`src/rtl/sram_dump_if.sv`:
```
// Bundles the SRAM read port and the (address, data) output stream of sram_dump_unit.
// master = dump unit side, slave = SRAM / sink side.
interface sram_dump_if #(
    parameter int word_size = 8,
    parameter int addr_size = 8
) ();
    logic                 mem_rd;
    logic [addr_size-1:0] mem_addr;
    logic [word_size-1:0] mem_data;

    // Stream: a beat transfers on every rising edge where out_valid && out_ready.
    // Once out_valid is high, out_addr/out_data/out_last hold until that edge.
    logic                 out_valid;
    logic                 out_ready;
    logic [addr_size-1:0] out_addr;
    logic [word_size-1:0] out_data;
    logic                 out_last;

    modport master (
        output mem_rd, mem_addr,
        input  mem_data,
        output out_valid, out_addr, out_data, out_last,
        input  out_ready
    );

    modport slave (
        input  mem_rd, mem_addr,
        output mem_data,
        input  out_valid, out_addr, out_data, out_last,
        output out_ready
    );
endinterface

```
`src/rtl/sram_dump_unit.sv`:
```
// Walks an inclusive, wrapping SRAM address range and streams (address, data) beats.
// Optional macro DUMP_CHECKSUM_EN adds a running modulo checksum output csum.
module sram_dump_unit #(
    parameter int word_size = 8,
    parameter int addr_size = 8,
    parameter int RD_LAT    = 1
) (
    input  logic                 clk,
    input  logic                 rst,
    input  logic                 start,
    input  logic [addr_size-1:0] start_addr,
    input  logic [addr_size-1:0] end_addr,
    output logic                 busy,
    output logic                 done,
    output logic [2:0]           dbg_state,
`ifdef DUMP_CHECKSUM_EN
    output logic [word_size-1:0] csum,
`endif
    sram_dump_if.master          bus
);

    typedef enum logic [2:0] {
        S_IDLE = 3'd0,
        S_READ = 3'd1,
        S_WAIT = 3'd2,
        S_SEND = 3'd3,
        S_DONE = 3'd4
    } state_t;

    localparam logic [1:0]         LAT_LAST = 2'(RD_LAT - 1);
    localparam logic [addr_size:0] REM_ONE  = (addr_size+1)'(1);
    localparam logic [addr_size-1:0] ADDR_ONE = addr_size'(1);

    state_t state_q, state_d;

    logic [addr_size-1:0] cur_q, cur_d;
    // One bit wider than the address so a full-memory dump count fits.
    logic [addr_size:0]   rem_q, rem_d;
    logic [1:0]           wait_q, wait_d;
    logic [addr_size-1:0] out_addr_q, out_addr_d;
    logic [word_size-1:0] out_data_q, out_data_d;
    logic                 last_q, last_d;
`ifdef DUMP_CHECKSUM_EN
    logic [word_size-1:0] csum_q, csum_d;
`endif

    logic handshake;
    assign handshake = (state_q == S_SEND) && bus.out_ready;

    always_ff @(posedge clk or negedge rst) begin
        if (!rst) begin
            state_q <= S_IDLE;
        end else begin
            state_q <= state_d;
        end
    end

    always_comb begin
        state_d = state_q;
        case (state_q)
            S_IDLE: if (start) state_d = S_READ;
            S_READ: state_d = S_WAIT;
            S_WAIT: if (wait_q == LAT_LAST) state_d = S_SEND;
            S_SEND: if (bus.out_ready) state_d = last_q ? S_DONE : S_READ;
            S_DONE: state_d = S_IDLE;
            default: state_d = S_IDLE;
        endcase
    end

    always_comb begin
        bus.mem_rd    = (state_q == S_READ);
        bus.mem_addr  = (state_q == S_READ) ? cur_q : '0;
        bus.out_valid = (state_q == S_SEND);
        bus.out_last  = (state_q == S_SEND) && last_q;
        bus.out_addr  = out_addr_q;
        bus.out_data  = out_data_q;
        busy          = (state_q == S_READ) || (state_q == S_WAIT) || (state_q == S_SEND);
        done          = (state_q == S_DONE);
        dbg_state     = state_q;
    end

    always_ff @(posedge clk or negedge rst) begin
        if (!rst) begin
            cur_q      <= '0;
            rem_q      <= '0;
            wait_q     <= '0;
            out_addr_q <= '0;
            out_data_q <= '0;
            last_q     <= 1'b0;
`ifdef DUMP_CHECKSUM_EN
            csum_q     <= '0;
`endif
        end else begin
            cur_q      <= cur_d;
            rem_q      <= rem_d;
            wait_q     <= wait_d;
            out_addr_q <= out_addr_d;
            out_data_q <= out_data_d;
            last_q     <= last_d;
`ifdef DUMP_CHECKSUM_EN
            csum_q     <= csum_d;
`endif
        end
    end

    always_comb begin
        cur_d      = cur_q;
        rem_d      = rem_q;
        wait_d     = wait_q;
        out_addr_d = out_addr_q;
        out_data_d = out_data_q;
        last_d     = last_q;
`ifdef DUMP_CHECKSUM_EN
        csum_d     = csum_q;
`endif
        case (state_q)
            S_IDLE: begin
                if (start) begin
                    cur_d = start_addr;
                    // Modulo subtraction makes end < start a wrapping range.
                    rem_d = {1'b0, end_addr - start_addr} + REM_ONE;
`ifdef DUMP_CHECKSUM_EN
                    csum_d = '0;
`endif
                end
            end
            S_READ: wait_d = '0;
            S_WAIT: begin
                if (wait_q == LAT_LAST) begin
                    out_addr_d = cur_q;
                    out_data_d = bus.mem_data;
                    last_d     = (rem_q == REM_ONE);
                end else begin
                    wait_d = wait_q + 2'd1;
                end
            end
            S_SEND: begin
                if (handshake) begin
                    rem_d = rem_q - REM_ONE;
                    cur_d = cur_q + ADDR_ONE;
`ifdef DUMP_CHECKSUM_EN
                    csum_d = csum_q + out_data_q;
`endif
                end
            end
            default: ;
        endcase
    end

`ifdef DUMP_CHECKSUM_EN
    assign csum = csum_q;
`endif

endmodule

```
`src/flat_wrapper.sv`:
```
// flat-port wrapper written by rule: the top's interface ports become plain ports
module sram_dump_unit_flat 
#(
    parameter int word_size = 8,
    parameter int addr_size = 8,
    parameter int RD_LAT    = 1
)
  (clk, rst, start, start_addr, end_addr, busy, done, dbg_state, bus_mem_rd, bus_mem_addr, bus_mem_data, bus_out_valid, bus_out_addr, bus_out_data, bus_out_last, bus_out_ready);
  sram_dump_if #(.word_size(word_size), .addr_size(addr_size)) bus_i ();
  input  logic clk;
  input  logic rst;
  input  logic start;
  input  logic [addr_size-1:0] start_addr;
  input  logic [addr_size-1:0] end_addr;
  output logic busy;
  output logic done;
  output logic [2:0] dbg_state;
  output wire logic [$bits(bus_i.mem_rd)-1:0] bus_mem_rd;
  output wire logic [$bits(bus_i.mem_addr)-1:0] bus_mem_addr;
  input wire logic [$bits(bus_i.mem_data)-1:0] bus_mem_data;
  output wire logic [$bits(bus_i.out_valid)-1:0] bus_out_valid;
  output wire logic [$bits(bus_i.out_addr)-1:0] bus_out_addr;
  output wire logic [$bits(bus_i.out_data)-1:0] bus_out_data;
  output wire logic [$bits(bus_i.out_last)-1:0] bus_out_last;
  input wire logic [$bits(bus_i.out_ready)-1:0] bus_out_ready;
  assign bus_mem_rd = bus_i.mem_rd;
  assign bus_mem_addr = bus_i.mem_addr;
  assign bus_i.mem_data = bus_mem_data;
  assign bus_out_valid = bus_i.out_valid;
  assign bus_out_addr = bus_i.out_addr;
  assign bus_out_data = bus_i.out_data;
  assign bus_out_last = bus_i.out_last;
  assign bus_i.out_ready = bus_out_ready;
  sram_dump_unit #(.word_size(word_size), .addr_size(addr_size), .RD_LAT(RD_LAT)) u_core (.clk(clk), .rst(rst), .start(start), .start_addr(start_addr), .end_addr(end_addr), .busy(busy), .done(done), .dbg_state(dbg_state), .bus(bus_i));
endmodule
```
`config.mk`:
```
export PLATFORM = sky130hd
export DESIGN_NAME = sram_dump_unit_flat
export DESIGN_NICKNAME = d
export VERILOG_FILES = /design/src/rtl/sram_dump_if.sv /design/src/rtl/sram_dump_unit.sv /design/src/flat_wrapper.sv
export SDC_FILE = /design/constraint.sdc
export NUM_CORES = 1
export LEC_CHECK = 0
export ABC_AREA = 1
export BUFFER_PORTS_ARGS = -buffer_cell sky130_fd_sc_hd__buf_2
export CAP_MARGIN = 20
export CORE_ASPECT_RATIO = 1.75
export CORE_MARGIN = 8
export CORE_UTILIZATION = 40
export CTS_CLUSTER_SIZE = 25
export DETAILED_ROUTE_END_ITERATION = 10
export GPL_TIMING_DRIVEN = 0
export HOLD_SLACK_MARGIN = 0.03
export PLACE_DENSITY = 0.66
export SYNTH_ARGS = -nofsm -noshare
export SYNTH_HDL_FRONTEND = slang
export SYNTH_SLANG_ARGS = --single-unit
```
`constraint.sdc`:
```
create_clock -name clk -period 1.65 [get_ports clk]
set_input_delay 0.165 -clock clk [delete_from_list [all_inputs] [get_ports clk]]
set_output_delay 0.165 -clock clk [all_outputs]
set_load 0.01 [all_outputs]
```
[After elaboration in Yosys (flattened, before gate mapping)]
Index checks and enable logic that the tools add are counted.
Storage, ports and cells
  input bits: 28
  flip-flop bits (word level): 39
  output and inout port bits: 32
  logic and storage cells: 48
Cells by class
  add/subtract/negate cells: 5
  equal/unequal tests: 10
  muxes and demuxes: 14
  reductions and logical operators: 12
Operators with widths (count)
  two-way mux 8 bit: 3
  two-way mux 9 bit: 2
  case mux 9 bit (2 select lines): 1
  case mux 8 bit (2 select lines): 1
  two-way mux 3 bit: 4
  case mux 3 bit (4 select lines): 1
  adder 8 x 1 -> 9 bit, second input constant: 1
  equality test 9 x 1 -> 1 bit, second input constant: 1
  subtractor 9 x 1 -> 9 bit, second input constant: 1
  adder 8 x 1 -> 8 bit, second input constant: 1
  subtractor 8 bit: 1
  equality test 3 x 2 -> 1 bit, second input constant: 2
  != test 2 bit, second input constant: 3
  AND reduction 3 bit: 2
  != test 2 x 1 -> 1 bit, second input constant: 2
  case mux 2 bit (2 select lines): 1
  AND reduction 2 bit: 2
  nonzero test 2 bit: 2
  equality test 3 x 1 -> 1 bit, second input constant: 1
  equality test 3 bit, second input constant: 1
  logical NOT 3 bit: 1
  adder 2 x 1 -> 2 bit, second input constant: 1
  logical AND 1 bit: 2
  logical NOT 2 bit: 1
  2 further kinds: 3

[Logic depth before layout (Yosys ltp)]
Gate-level depths: netlist of run 1.
  depth after elaboration: 4
  depth in mapped cells: 15

[Worst setup path after synthesis of run 1]
Ideal clock, no wire load.
  path type: input to register
  start point: input port end_addr[0]
  end point: register u_core.rem_q[6]
  library setup time: 0.113 ns
  path slack: -0.126 ns
  cell stages on the path: 14
  path buffers: 0
  arrival: 1.663 ns
  cell sequence: inv_1 > ha_1 > inv_1 > fa_1 > ha_1 > inv_1 > nor2_1 > nand2_1 > nor2_1 > nand2_1 > nand2_1 > nand3b_1 > nand2_1 > inv_1
Between the ends
  word-level cells in the longest chain between the ends: 4
RTL lines
  start, declared: RTL line flat_wrapper.sv:14  | input logic [addr_size-1:0] end_addr;
  subtractor 8 bit: RTL line sram_dump_unit.sv:121  | rem_d = {1'b0, end_addr - start_addr} + REM_ONE;
  adder 8 x 1 -> 9 bit: RTL line sram_dump_unit.sv:121
  two-way mux 9 bit: RTL line sram_dump_unit.sv:118  | if (start) begin
  case mux 9 bit (2 select lines): RTL line sram_dump_unit.sv:116  | case (state_q)
  end signal, assigned: RTL line sram_dump_unit.sv:95  | rem_q <= rem_d;
  end, declared: RTL line sram_dump_unit.sv:38  | logic [addr_size:0] rem_q, rem_d;
Every way passes these cells. The select of a mux whose other input is x is not followed.
A chain may end at the register's enable or synchronous reset.

[Final worst setup path of run 1]
  start point: register u_core.state_q[0], in the netlist u_core.dbg_state[0]
  end point: output port bus_out_last
Between the ends
  word-level cells in the longest chain between the ends: 2
RTL lines
  start, declared: RTL line sram_dump_unit.sv:34  | state_t state_q, state_d;
  start signal, assigned: RTL line sram_dump_unit.sv:54  | state_q <= state_d;
  equality test 3 x 2 -> 1 bit: RTL line sram_dump_unit.sv:74  | bus.out_last = (state_q == S_SEND) && last_q;
  logical AND 1 bit: RTL line sram_dump_unit.sv:74
  end, declared: RTL line flat_wrapper.sv:24  | output wire logic [$bits(bus_i.out_last)-1:0] bus_out_last;
Every way passes these cells.

==> metrics.md, run 1 <==
| Metric | Value |
|---|---|
| Status | `finished with violations` |
| Violated checks | `setup timing` |
| Iteration-0 DRC Markers | `between 100 and 150` |
| Global Route Usage Sum | `between 10% and 20%` |
| Root buffer cell | `clkbuf_8` |
| Worst-margin pin slew | `864 ps` |
| Crit-path most repeated cell | `buf_6` |
| Antenna diode count | `0` |
| Share of layout cells above drive strength 1 | `32.7%` |
| Initial Util | `between 40% and 50%` |
| Residual DRC | `0` |
| Worst Setup Slack, final | `-31.0 ps` |
| CTS sink count | `39` |
| Sequential share of the synthesized area | `38.0%` |
| Inserted Clock Buffers | `5` |
| Number of synthesized flops with an enable pin | `0` |
| #FFs+latches synth | `39` |
| Relative slew slack | `42.4%` |
| Synth cell types | `34` |
| DP HPWL | `5.51 mm` |
| Die ar. | `0.00935 sq mm` |
| RSZ-0062 raised after global routing | `true` |
| Min-delay worst type | `input pin to register` |
| Die Wd | `76.6 microns` |
| Initial antenna violation count | `0` |
| Mapped Nets | `between 300 and 400` |
| Die height | `between 100 and 150 microns` |
| Leakage Power | `between 0.0015 and 0.002 uW` |
| PortBufs | `59` |
| Crit path DAT | `1520 ps` |
| Fraction of registers with async set/reset | `100%` |
| First-pass GRT wire length | `12.2 mm` |
| Setup tns final | `-31.0 ps` |
| Crit path max-delay cell type | `dfrtp_1` |
| Mapped Area | `approximately 0.0026 sq mm` |
| Clk_lat worst skew | `around 300 ps` |
| Largest net degree at the start of global routing | `40` |
| Worst hold margin | `91.6 ps` |
| Routability cong. | `0.878` |
| Final hold vios | `0` |
| Avg WL per Cell | `14.0 microns` |
| CP Data Required Time | `1480 ps` |
| Commonest non-fill, non-tap cell in the layout | `nand2_1` |
| Total core area | `0.00623 sq mm` |
| Via density | `5.05` |
| Critical path type | `register to primary output` |
| Critical path peak fanout | `4` |
| Setup crit end kind | `primary output` |
| Vias | `roughly 2.6k` |
| CP Launch Type | `register` |
| DRT antenna net count | `0` |
| Fill cell count | `between 600 and 700` |
| Setup violations, final | `1` |
| Max-cap check violation count | `0` |
| # IOs | `60` |
| Fin area | `0.00349 sq mm` |
| Area delta synth->final | `35.7%` |
| Vias in the first global route | `2632` |
| Synthesized area per cell | `roughly 7.3 sq um` |
| Placed cell area | `around 0.003 sq mm` |
| Post-synth top flop | `dfrtp_1` |
| Final period utilization | `102%` |
| Fmax | `595 MHz` |
| CP bufs+invs | `5` |
| Commonest cells after routing, fill and taps aside | `nand2_1 (72), buf_2 (55), inv_1 (48), dfrtp_1 (37), nand3_1 (34)` |
| CTS tree | `yes` |
| Crit-path cells | `inv_2 -> nor3_4 -> buf_6 -> inv_4 -> buf_8 -> nor2_4 -> buf_6` |
| Worst path top cell family by delay | `buffers and inverters` |
| CTS clk-pin slew, worst paths | `80 ps` |
| Pwr dens | `roughly 1800 mW/mm^2` |
| Core Rows | `38` |
| VDD IR max | `583 uV` |
| Slew Limit Fails | `0` |
| Aggregate routed wire length | `just over 7 mm` |
| Layout Nets | `480` |
| # H-tree levels | `2` |
| Overflow after GRT | `0` |
| Clock Skew | `9.40 ps` |
| Final min period | `1680 ps` |
| First-pass DRT Iterations | `4` |
| CP peak stage delay | `410 ps` |
| Synth warn | `0` |
| Synth Instances | `~350` |
| Clock Path Buffers | `2` |
[cell type report]
cell class | count | area [sq um] | area share [%]
inverters | 57 | 226 | 6.49
repair buffers | 81 | 515 | 14.8
multi-input cells | 247 | 1480 | 42.3
clock buffers | 7 | 96.3 | 2.76
clock inverters | 1 | 7.51 | 0.215
plain buffers | 8 | 90.1 | 2.58
flip-flops and latches | 39 | 978 | 28.0
well taps | 80 | 100 | 2.87
[cells in the mapped netlist (5+ instances only)]
| cell | instances | area share (%) |
|---|---|---|
| nand3_1 | 35 | 6.8 |
| mux2_2 | 8 | 3.5 |
| inv_1 | 51 | 7.4 |
| o21ai_1 | 12 | 2.3 |
| inv_2 | 5 | 0.73 |
| dfrtp_1 | 39 | 38 |
| a21oi_1 | 16 | 3.1 |
| o21ai_0 | 22 | 4.3 |
| nor2_1 | 35 | 5.1 |
| nand4_1 | 5 | 1.2 |
| nand2_1 | 76 | 11 |
| ha_1 | 12 | 5.8 |
[worst paths after layout]
check | from | to | slack (ps) | cells after the start
setup / recovery | u_core.dbg_state[0] | bus_out_last | -30 | 7
hold / removal | bus_mem_data[3] | u_core.bus.out_data[3] | 90 | 2
setup reg to reg | u_core.dbg_state[0] | u_core.rem_q[7] | 0 | 13
hold reg to reg | u_core.bus.out_addr[5] | u_core.bus.out_addr[5] | 480 | 2
max in group asynchronous | rst | u_core.dbg_state[1] | 560 | 2
min in group asynchronous | rst | u_core.dbg_state[0] | 510 | 2
[logic make-up after synthesis]
| group | after synthesis | synth area share, % |
|---|---|---|
| adder cells (fa/ha/maj) | 13 | 6.62 |
| AND/OR/NAND/NOR | 159 | 26.5 |
| XOR/XNOR | 3 | 1.02 |
| multiplexers | 8 | 3.50 |
| flip-flops | 39 | 38.0 |
| buffers and inverters | 65 | 10.2 |
| AO/OA/AOI/OAI | 64 | 14.2 |
[per-stage QoR]
step	utilization (%)	setup slack [ps]	total power (uW)	instances
finish	56.0	-31.0	6410	520
global route	56.0	-116	6940	520
CTS	53.6	-30.1	6090	515
detailed placement	48.0	-374	4760	490
global placement	48.0	-346	4680	490
floorplan	-	-63.6	3780	351
[sequential cells by signal (all words and copies together) (netlist names)]
register / flops
u_core.cur_q: 8
u_core.rem_q: 9
u_core.wait_q: 2
u_core.bus.out_data: 8
u_core.bus.out_addr: 8
u_core.dbg_state: 3
u_core.last_q: 1
[where the power goes]
part / total, uW / leakage, uW / internal, uW / switching [uW]
sequential: 1670 / 0.000470 / 1390 / 276
combinational: 4010 / 0.00127 / 1800 / 2210
clock: 727 / 0.0000505 / 380 / 347
total: 6410 / 0.00179 / 3580 / 2830
[worst register-to-register path, delay by kind of cell (launching register included)]
kind                   cells  cell delay, ps
buffers and inverters      6             560
and+or+nand+nor            6             490
DFF                        1             410
AOI/OAI and AO/OA          1              80
[routing by layer]
layer | GRT usage (%) | wire length, microns | up-vias
met5 | 0 | 0 | -
met4 | 7.14 | 166 | 0
met3 | 3.39 | 280 | 13
met2 | 31.4 | 4150 | 48
met1 | 15.3 | 2660 | 1241
li1 | - | - | 1322
[repair_timing]
action                                  in CTS  in global routing
hold buffers                                 1                  0
cloned                                       1                  0
resized for setup                           31                 35
pin swaps                                   11                  6
setup buffers                               15                  5
endpoints found under the hold margin       39                  0
endpoints found under the setup margin      30                 39
(Power assumes the default switching activity.)
==> run 2, diff against run 1 <==
--- a/config.mk
+++ b/config.mk
@@ -8,7 +8,7 @@
 export ABC_AREA = 1
 export BUFFER_PORTS_ARGS = -buffer_cell sky130_fd_sc_hd__buf_2
 export CAP_MARGIN = 20
-export CORE_ASPECT_RATIO = 1.75
+export CORE_ASPECT_RATIO = 0.75
 export CORE_MARGIN = 8
 export CORE_UTILIZATION = 40
 export CTS_CLUSTER_SIZE = 25
==> metrics.md, run 2 (synthesized netlist as in run 1, its figures left out) <==
| Metric | Value |
|---|---|
| Setup violations, final | `20 (was 1)` |
| Critical path type | `register to register (was register to primary output)` |
| Clk_lat worst skew | `290 ps (was 300 ps)` |
| Total core area | `0.00626 sq mm (was 0.00623 sq mm)` |
| Final min period | `1740 ps (was 1680 ps)` |
| Crit-path cells | `buf_4 -> buf_4 -> nor2_4 -> nand2_1 -> nand2_4 -> inv_4 -> o21ai_4 -> inv_4 -> buf_6 -> o21ai_1 -> o22ai_2 (was inv_2 -> nor3_4 -> buf_6 -> inv_4 -> buf_8 -> nor2_4 -> buf_6)` |
| CP peak stage delay | `410 ps (about the same)` |
| Vias in the first global route | `2576 (was 2632)` |
| Via density | `5.04 (was 5.05)` |
| Clock Path Buffers | `2 (unchanged)` |
| Share of layout cells above drive strength 1 | `36.2% (was 32.7%)` |
| CP Launch Type | `register (unchanged)` |
| Antenna diode count | `0 (unchanged)` |
| # IOs | `60 (unchanged)` |
| Initial antenna violation count | `0 (unchanged)` |
| Min-delay worst type | `input pin to register (unchanged)` |
| CTS clk-pin slew, worst paths | `80 ps (about the same)` |
| Die Wd | `109 microns (was 76.6 microns)` |
| Pwr dens | `1960 mW/mm^2 (was 1840 mW/mm^2)` |
| Critical path peak fanout | `7 (was 4)` |
| Final period utilization | `105% (was 102%)` |
| DRT antenna net count | `0 (unchanged)` |
| Commonest cells after routing, fill and taps aside | `nand2_1 (72), buf_2 (54), inv_1 (48), dfrtp_1 (38), nand3_1 (31) (was nand2_1 (72), buf_2 (55), inv_1 (48), dfrtp_1 (37), nand3_1 (34))` |
| Overflow after GRT | `0 (unchanged)` |
| R2R Path Start | `u_core.dbg_state[1] (was u_core.dbg_state[0])` |
| Die ar. | `0.00928 sq mm (was 0.00935 sq mm)` |
| CTS tree | `yes (unchanged)` |
| Worst-margin pin slew | `907 ps (was 864 ps)` |
| Max-cap check violation count | `0 (unchanged)` |
| First-pass GRT wire length | `11.9 mm (was 12.2 mm)` |
| Initial Util | `41.1% (was 41.3%)` |
| Inserted Clock Buffers | `5 (unchanged)` |
| Avg WL per Cell | `14.6 microns (was 14.0 microns)` |
| Relative slew slack | `39.5% (was 42.4%)` |
| Post-placement cell count | `491 (was 490)` |
| Final hold vios | `0 (unchanged)` |
| Violated checks | `setup timing (unchanged)` |
| Status | `finished with violations (unchanged)` |
| DP HPWL | `5.16 mm (was 5.51 mm)` |
| Setup tns final | `-701 ps (was -31.0 ps)` |
| RSZ-0062 raised after global routing | `true (unchanged)` |
| Residual DRC | `0 (unchanged)` |
| Largest register FFs | `9 (unchanged)` |
| # H-tree levels | `2 (unchanged)` |
| Slew Limit Fails | `0 (unchanged)` |
| Layout Nets | `487 (was 480)` |
| Pre-CTS WS | `-351 ps (was -374 ps)` |
| Non-Filler Instances | `528 (was 520)` |
| Aggregate routed wire length | `7.73 mm (was 7.26 mm)` |
| Area delta synth->final | `42.2% (was 35.7%)` |
| First-pass DRT Iterations | `4 (unchanged)` |
| Largest Register | `u_core.rem_q (unchanged)` |
| Largest net degree at the start of global routing | `40 (unchanged)` |
| CP Data Required Time | `1830 ps (was 1480 ps)` |
| Clock Skew | `4.73 ps (was 9.40 ps)` |
| Vias | `2663 (was 2624)` |
| Global Route Usage Sum | `15.8% (was 15.9%)` |
| Worst Setup SP | `u_core.dbg_state[1] (was u_core.dbg_state[0])` |
| Setup crit end kind | `register (was primary output)` |
| CTS sink count | `39 (unchanged)` |
| Worst Setup Slack, final | `-86.1 ps (was -31.0 ps)` |
| Routability cong. | `0.897 (was 0.878)` |
| HP Start | `bus_mem_data[1] (was bus_mem_data[3])` |
| Iteration-0 DRC Markers | `126 (was 141)` |
| Core Rows | `25 (was 38)` |
| Crit path max-delay cell type | `dfrtp_1 (unchanged)` |
| Die height | `85.4 microns (was 122 microns)` |
| PortBufs | `59 (unchanged)` |
| Leakage Power | `0.00186 uW (was 0.00179 uW)` |
| CP bufs+invs | `5 (unchanged)` |
| Worst path top cell family by delay | `buffers and inverters (unchanged)` |
| Crit path DAT | `1910 ps (was 1520 ps)` |
| Fmax | `576 MHz (was 595 MHz)` |
| Root buffer cell | `clkbuf_8 (unchanged)` |
| VDD IR max | `1110 uV (was 583 uV)` |
| Commonest non-fill, non-tap cell in the layout | `nand2_1 (unchanged)` |
run 2: cell types whose count changed in the layout (fill, tap and decap cells not counted), sizes merged:
| cell | previous run | this run |
|---|---|---|
| buf | 86 | 89 |
| bufinv | 0 | 2 |
| clkbuf | 9 | 11 |
| clkinvlp | 1 | 0 |
| inv | 57 | 58 |
run 2: repair_timing:
| action | in CTS | in global routing |
|---|---|---|
| setup buffers | 11 | 13 |
| setup endpoints to repair | 30 | 40 |
| gates resized for setup | 26 | 63 |
| endpoints found under the hold margin | 9 | 0 |
| cloned | 2 | 2 |
| hold buffers | 1 | 0 |
| pin swaps | 4 | 11 |
run 2: per-layer routing:
| metal | vias to the layer above | share of wire (%) | track usage (%) | wire length [microns] |
|---|---|---|---|---|
| li1 | 1334 | - | - | - |
| met1 | 1247 | 46 | 22.2 | 3580 |
| met2 | 82 | 47 | 24.1 | 3610 |
| met3 | 0 | 6.9 | 3.79 | 534 |
| met4 | 0 | 0 | 2.48 | 0 |
| met5 | - | 0 | 0 | 0 |
run 2: metrics by stage:
stage	cell area, sq um	hold WS (ps)	total power, uW	util (%)
floorplan	2590	-131	3780	-
global placement	2990	345	4670	47.8
detailed placement	2990	343	4740	47.8
CTS	3300	94.8	6180	52.8
global route	3660	98.8	7680	58.5
finish	3660	98.5	7160	58.5
run 2: where the power goes:
group | internal (uW) | switching [uW] | total [uW] | leakage [uW]
combinational | 2050 | 2500 | 4540 | 0.00132
sequential | 1390 | 271 | 1660 | 0.000471
clock | 605 | 346 | 951 | 0.0000654
total | 4050 | 3110 | 7160 | 0.00186
run 2: worst register-to-register path: stages (launching register included):
cell and delay [ps]:
dfrtp_1 410, buf_4 150, buf_4 140, nor2_4 150, nand2_1 120, nand2_4 90
inv_4 30, o21ai_4 90, inv_4 110, buf_6 150, o21ai_1 100, o22ai_2 80
run 2: final timing paths:
check                                         end  slack [ps]  cells past startpoint
min in group asynchronous     u_core.dbg_state[0]         550                      2
max                               u_core.cur_q[7]         -90                     11
max in group asynchronous     u_core.dbg_state[2]         490                      2
min                        u_core.bus.out_data[1]         100                      2
min reg2reg                u_core.bus.out_addr[5]         490                      2
max reg2reg                       u_core.cur_q[7]         -90                     11
run 2: area by class of cell:
cell class | count | area (sq um)
buffer | 8 | 85.1
clock buffer | 6 | 72.6
clock inverter | 2 | 60.1
fill | 603 | 2600
inverter | 57 | 224
multi-input combinational | 247 | 1540
sequential | 39 | 977
tap | 81 | 101
timing repair buffer | 87 | 588
timing repair inverter | 1 | 11.3
